===== src/rtl/wb_stage_multilane.sv =====
// wb_stage_multilane
// Writeback stage for a LANES-wide superscalar bundle (lane 0 is oldest).
// Holds the MEM2 -> WB stage register, performs per-lane load alignment and
// extension (including the LWL/LWR merge), selects the final result and
// drives the register-file write enables. It also tracks which lanes have
// already retired, so an instruction held across stalls writes and retires
// exactly once. It suppresses older same-bundle writes to the same
// destination and counts retired instructions.
//
// Ports:
//   clk, resetn         clock, asynchronous active-low reset
//   wb_flush            clear stage contents (priority over wb_wr)
//   wb_wr               load stage register from MEM2
//   wb_diswr            DCache stall, blocks RF write and commit this cycle
//   m2_*                per-lane MEM2 inputs (packed, lane i at slice i)
//   wb_valid/regwr/dst/pc  registered lane fields
//   wb_result           final writeback data
//   wb_final_wr         RF write enable per lane
//   wb_commit           lane retires this cycle
//   retire_cnt          running retired-instruction count (wraps)
module wb_stage_multilane #(
  parameter int LANES = 2,
  parameter int CNT_W = 32
) (
  input  logic                  clk,
  input  logic                  resetn,
  input  logic                  wb_flush,
  input  logic                  wb_wr,
  input  logic                  wb_diswr,
  input  logic [LANES-1:0]      m2_valid,
  input  logic [LANES-1:0]      m2_regwr,
  input  logic [5*LANES-1:0]    m2_dst,
  input  logic [32*LANES-1:0]   m2_pc,
  input  logic [32*LANES-1:0]   m2_result,
  input  logic [32*LANES-1:0]   m2_aluout,
  input  logic [32*LANES-1:0]   m2_dmout,
  input  logic [32*LANES-1:0]   m2_outb,
  input  logic [3*LANES-1:0]    m2_loadtype,
  input  logic [2*LANES-1:0]    m2_wbsel,
  output logic [LANES-1:0]      wb_valid,
  output logic [LANES-1:0]      wb_regwr,
  output logic [5*LANES-1:0]    wb_dst,
  output logic [32*LANES-1:0]   wb_pc,
  output logic [32*LANES-1:0]   wb_result,
  output logic [LANES-1:0]      wb_final_wr,
  output logic [LANES-1:0]      wb_commit,
  output logic [CNT_W-1:0]      retire_cnt
);

  logic [LANES-1:0]    r_valid;
  logic [LANES-1:0]    r_regwr;
  logic [5*LANES-1:0]  r_dst;
  logic [32*LANES-1:0] r_pc;
  logic [32*LANES-1:0] r_result;
  logic [2*LANES-1:0]  r_addr_lo;
  logic [32*LANES-1:0] r_dmout;
  logic [32*LANES-1:0] r_outb;
  logic [3*LANES-1:0]  r_loadtype;
  logic [2*LANES-1:0]  r_wbsel;
  logic [LANES-1:0]    r_committed;
  logic [CNT_W-1:0]    r_retire_cnt;

  logic [LANES-1:0]    w_commit;
  logic [LANES-1:0]    w_killed;
  logic [LANES-1:0]    w_final_wr;
  logic [32*LANES-1:0] w_result;
  logic [CNT_W-1:0]    w_pop;
  logic [2*LANES-1:0]  w_addr_lo;
  logic                w_unused_aluout;

  // Only the byte offset of the effective address is needed downstream.
  always_comb begin
    w_addr_lo = '0;
    for (int i = 0; i < LANES; i++) begin
      w_addr_lo[2*i +: 2] = m2_aluout[32*i +: 2];
    end
  end
  assign w_unused_aluout = ^m2_aluout;

  // Little-endian load alignment; k is the byte offset within the word.
  function automatic logic [31:0] load_ext(input logic [2:0]  lt,
                                           input logic [1:0]  k,
                                           input logic [31:0] dm,
                                           input logic [31:0] ob);
    logic [4:0]  sh_r;
    logic [4:0]  sh_l;
    logic [31:0] shifted;
    logic [7:0]  b;
    logic [15:0] h;
    sh_r    = {k, 3'b000};
    sh_l    = {~k, 3'b000};   // 8*(3-k)
    shifted = dm >> sh_r;
    b       = shifted[7:0];
    h       = k[1] ? dm[31:16] : dm[15:0];
    case (lt)
      3'd1:    load_ext = {{24{b[7]}}, b};
      3'd2:    load_ext = {24'd0, b};
      3'd3:    load_ext = {{16{h[15]}}, h};
      3'd4:    load_ext = {16'd0, h};
      3'd5:    load_ext = (dm << sh_l) | (ob & ((32'h1 << sh_l) - 32'h1));
      3'd6:    load_ext = (dm >> sh_r) | (ob & ~(32'hFFFF_FFFF >> sh_r));
      default: load_ext = dm;
    endcase
  endfunction

  always_comb begin
    w_commit   = r_valid & ~r_committed & {LANES{~wb_diswr}};
    w_killed   = '0;
    w_final_wr = '0;
    w_result   = '0;
    w_pop      = '0;
    for (int i = 0; i < LANES; i++) begin
      // A younger writer of the same register makes this lane's write dead.
      for (int j = i + 1; j < LANES; j++) begin
        if (r_valid[j] && r_regwr[j] && (r_dst[5*j +: 5] == r_dst[5*i +: 5])) begin
          w_killed[i] = 1'b1;
        end
      end
      w_final_wr[i] = w_commit[i] & r_regwr[i] & (r_dst[5*i +: 5] != 5'd0) & ~w_killed[i];
      w_result[32*i +: 32] = (r_wbsel[2*i +: 2] == 2'b11)
                           ? load_ext(r_loadtype[3*i +: 3], r_addr_lo[2*i +: 2],
                                      r_dmout[32*i +: 32], r_outb[32*i +: 32])
                           : r_result[32*i +: 32];
      w_pop = w_pop + CNT_W'(w_commit[i]);
    end
  end

  always_ff @(posedge clk or negedge resetn) begin
    if (!resetn) begin
      r_valid      <= '0;
      r_regwr      <= '0;
      r_dst        <= '0;
      r_pc         <= '0;
      r_result     <= '0;
      r_addr_lo    <= '0;
      r_dmout      <= '0;
      r_outb       <= '0;
      r_loadtype   <= '0;
      r_wbsel      <= '0;
      r_committed  <= '0;
      r_retire_cnt <= '0;
    end else begin
      if (wb_flush) begin
        r_valid     <= '0;
        r_regwr     <= '0;
        r_dst       <= '0;
        r_pc        <= '0;
        r_result    <= '0;
        r_addr_lo   <= '0;
        r_dmout     <= '0;
        r_outb      <= '0;
        r_loadtype  <= '0;
        r_wbsel     <= '0;
        r_committed <= '0;
      end else if (wb_wr) begin
        r_valid     <= m2_valid;
        r_regwr     <= m2_regwr;
        r_dst       <= m2_dst;
        r_pc        <= m2_pc;
        r_result    <= m2_result;
        r_addr_lo   <= w_addr_lo;
        r_dmout     <= m2_dmout;
        r_outb      <= m2_outb;
        r_loadtype  <= m2_loadtype;
        r_wbsel     <= m2_wbsel;
        r_committed <= '0;
      end else begin
        // Held contents remember what already retired.
        r_committed <= r_committed | w_commit;
      end
      r_retire_cnt <= r_retire_cnt + w_pop;
    end
  end

  assign wb_valid    = r_valid;
  assign wb_regwr    = r_regwr;
  assign wb_dst      = r_dst;
  assign wb_pc       = r_pc;
  assign wb_result   = w_result;
  assign wb_final_wr = w_final_wr;
  assign wb_commit   = w_commit;
  assign retire_cnt  = r_retire_cnt;

endmodule


===== config.mk =====
export PLATFORM = sky130hd
export DESIGN_NAME = wb_stage_multilane
export DESIGN_NICKNAME = d
export VERILOG_FILES = /design/src/rtl/wb_stage_multilane.sv
export SDC_FILE = /design/constraint.sdc
export NUM_CORES = 1
export LEC_CHECK = 0
export ABC_CLOCK_PERIOD_IN_PS = 2250
export CORE_AREA = 2 2 203 205
export CTS_BUF_LIST = sky130_fd_sc_hd__clkbuf_4
export CTS_CLUSTER_DIAMETER = 120
export DETAILED_ROUTE_END_ITERATION = 16
export DIE_AREA = 0 0 205 207
export GPL_TIMING_DRIVEN = 1
export PLACE_DENSITY = 0.84
export SYNTH_ARGS = -nofsm -noshare
export SYNTH_HDL_FRONTEND = slang
export SYNTH_SLANG_ARGS = --single-unit

===== constraint.sdc =====
create_clock -name clk -period 2.25 [get_ports clk]
set_clock_uncertainty 0.2 [all_clocks]
set_input_delay 0.45 -clock clk [delete_from_list [all_inputs] [get_ports clk]]
set_output_delay 0.45 -clock clk [all_outputs]
set_load 0.05 [all_outputs]

==> qor.csv <==
stage,metric,value,unit
status,failing checks,negative setup slack,
timing,Slew Limit Fails,0,
global_route,gr usage total,0.332,
routing,"antenna viol nets, final",0,
cts,Clock Tree Buf Depth,3,
power,Clock power frac,0.322,
routing,final WL,72400,µm
worst_setup_path,CP Max Fanout,5,
synth,Yosys reg bits,318,
synth,Post-Syn Instances,1752,
layout,post-layout net count,2835,
worst_hold_path,WHS Endpoint,r_dmout[10],
synth,most common library cells after synthesis,"mux2i_1, nor2_1, dfrtp_1, buf_2, o21ai_0",
placed_design,Placer Congestion,0.936,
worst_setup_path,worst reg-to-reg setup slack,0.10,ns
layout,fill count,2786,
synth,"Top FF cell, synth",dfrtp_1,
routing,TritonRoute pass-1 iters,5,
synth,most frequently used cell type in the post-synthesis netlist,mux2i_1,
floorplan,die span in y,207,µm
routing,# DRC,0,
power,sequential share of power,0.389,
synth,syn_nets,2103,
cts,H-tree depth,3,
worst_hold_path,Hold Crit Start,m2_dmout[10],
floorplan,initial core utilization,0.442,
routing,DR iter-0 viols,1598,
worst_setup_path,kind of critical path,register to output pin,
floorplan,die width,205,µm
layout,area of the multi-input gates,10800,µm²
worst_setup_path,"Data required, critical path",1.60,ns
worst_setup_path,Crit Reg-Reg Endpoint,retire_cnt[31],
power,Tot Pwr,16400,µW
global_route,GR Overflow Total,0,
layout,area delta synth->final,60.4,%
floorplan,Die Area,42400,µm²
synth,Synth async-reset ratio,1.00,
floorplan,Core Area,40400,µm²
cts,Inserted Clock Buffers,89,
global_route,largest net degree at the start of global routing,71,
layout,FF/Latch Area,7970,µm²
global_route,number of global-route vias before repair,18800,
cts,"Reg clk slew, reported paths",0.07,ns
routing,WL/cell,23.5,µm
global_route,first-pass GRT wire length,110000,µm
layout,share of layout cells above drive strength 1,0.337,
cts,clk root buf,clkbuf_4,
timing,RSZ-0062 raised after global routing,true,
power,Cell Int Power,10900,µW
worst_hold_path,HP Class,input pin to register,
synth,"Seq/Total Area, Yosys",0.446,
global_route,initial antenna violation count,8,
cts,clock latency on the worst-skew pair,0.80,ns
placed_design,IO Port Bufs,466,
timing,crit share post-route,1.53,
timing,fmax,290,MHz
placed_design,"worst slack, placed",-0.554,ns
synth,area of the mapped netlist,17900,µm²
timing,setup ws final,-1.19,ns
power,Max rail drop VDD,0.693,mV
job,MaxCap Viol Count,0,
power,Lkg Pwr,0.0128,µW
synth,"area leader, netlist",dfrtp_1,
synth,unique cell type count in the Yosys netlist,65,
timing,Final Hold Fails,0,
power,Psw,5520,µW
timing,endpoints failing setup,69,
timing,Period minus WS final,3.44,ns
routing,vias per cell,5.87,
synth,area share of the largest cell type after synthesis,0.446,
synth,Mean Syn Cell Area,10.2,µm²
timing,Slew HR,0.427,
worst_setup_path,Critical Path End Type,output pin,
worst_hold_path,Hold Path Depth,3,
worst_setup_path,arrival time of the worst setup path,2.79,ns
routing,detailed-route via count,18100,
timing,final setup TNS,-71.81,ns
cts,CTS tree,yes,
synth,Synth warnings,0,
worst_setup_path,r2r startpoint,r_committed[0],
power,Comb pwr share,0.289,
worst_setup_path,CP Launch Type,register,
floorplan,Boundary Pins,527,
synth,Area contributors post-synth,"dfrtp_1, mux2i_1, nor2_1",
timing,measured slew at the worst slew-check pin,0.858,ns
status,outcome,"finished, violations left",
synth,Post-synth EDFFs,0,
worst_setup_path,R2R cell count,8,
cts,clock sinks,318,
power,sw frac,0.337,
floorplan,Placement Rows,74,
power,power density cells,572,nW/µm²
placed_design,dpl hpwl,50400,µm
==> power by group through the flow <==
stage                     logic, µW  registers [µW]  clock network [µW]
after floorplan                1930            6810                   0
after global placement         4250            6440                   0
after detailed placement       4330            6450                   0
after CTS                      4610            6350                5370
after global routing           4960            6390                5670
final                          4740            6370                5280
==> worst max-delay path, cell delays in order (launching register included) <==
cell	delay (ns)
dfrtp_2	0.46
clkbuf_16	0.18
mux4_2	0.59
a221oi_2	0.27
o32a_1	0.23
o21ai_4	0.09
buf_12	0.16
==> logic make-up (layout without fill, tap and decap cells) <==
group,after synthesis,count (layout),share of synthesized area
flip-flops,318,318,0.446
multiplexers,410,410,0.252
AND/OR/NAND/NOR,491,491,0.119
other,0,8,0
XOR/XNOR,35,35,0.0172
adder cells (fa/ha/maj),2,2,0.00182
AO/OA/AOI/OAI,341,341,0.124
buffers and inverters,155,944,0.0412
==> stage by stage <==
stage	utilization	cells	hold slack, ns	cell area (µm²)
global placement	0.643	2851	0.154	25900
floorplan	-	1752	-0.0456	18900
finish	0.709	3081	0.0632	28600
global route	0.709	3079	0.0255	28600
CTS	0.701	3060	0.00111	28300
detailed placement	0.643	2851	0.155	25900
==> cell type report <==
class                      count  area share
sequential                   318       0.278
timing repair buffer         781       0.280
clock inverter                30     0.00612
tap                          532      0.0232
antenna                        8    0.000699
inverter                      15     0.00197
multi-input combinational   1279       0.378
clock buffer                 118      0.0309
==> sequential cells by signal (all words and copies together), names as in the netlist <==
signal	flops
r_dmout	64
r_outb	64
r_result	64
wb_pc	64
retire_cnt	32
wb_dst	10
r_loadtype	6
r_addr_lo	4
r_wbsel	4
r_committed	2
wb_regwr	2
wb_valid	2
==> worst max path at each step <==
stage,start,depth (start not counted),to
6_report,r_addr_lo[0],6,wb_result[3]
5_1_grt,r_addr_lo[2],6,wb_result[37]
4_1_cts,r_addr_lo[2],6,wb_result[33]
3_5_place_dp,r_addr_lo[1],5,wb_result[13]
3_3_place_gp,r_addr_lo[1],5,wb_result[10]
2_1_floorplan,wb_valid[1],8,retire_cnt[22]
==> per-layer routing <==
metal  part of all wire  vias up  GRT usage
met2               0.48     1030      0.538
li1                   -     7859          -
met4              0.060        4      0.182
met1               0.38     8915      0.417
met3              0.079      278     0.0669
met5            0.00037        -          0
==> layout by cell type, fill, tap and decap left out, types with 24 or more instances in the layout <==
cell	instances
mux2i_1	348
nor2_1	321
dfrtp_1	308
clkdlybuf4s50_1	285
buf_4	246
clkbuf_4	120
buf_12	80
nand2_1	55
buf_6	51
buf_2	47
o22ai_1	44
a31oi_4	35
a21oi_1	31
o21ai_0	30
mux4_2	29
xnor2_1	28
clkdlybuf4s15_2	26
clkinv_1	24
==> repair_timing <==
| action | in CTS | in global routing |
|---|---|---|
| pin swaps | 62 | 44 |
| endpoints found under the hold margin | 380 | 0 |
| resized for setup | 510 | 93 |
| cloned | 6 | 2 |
| hold buffers | 24 | 0 |
| setup buffers | 31 | 17 |
| setup endpoints to repair | 150 | 86 |
(Power assumes the default switching activity.)
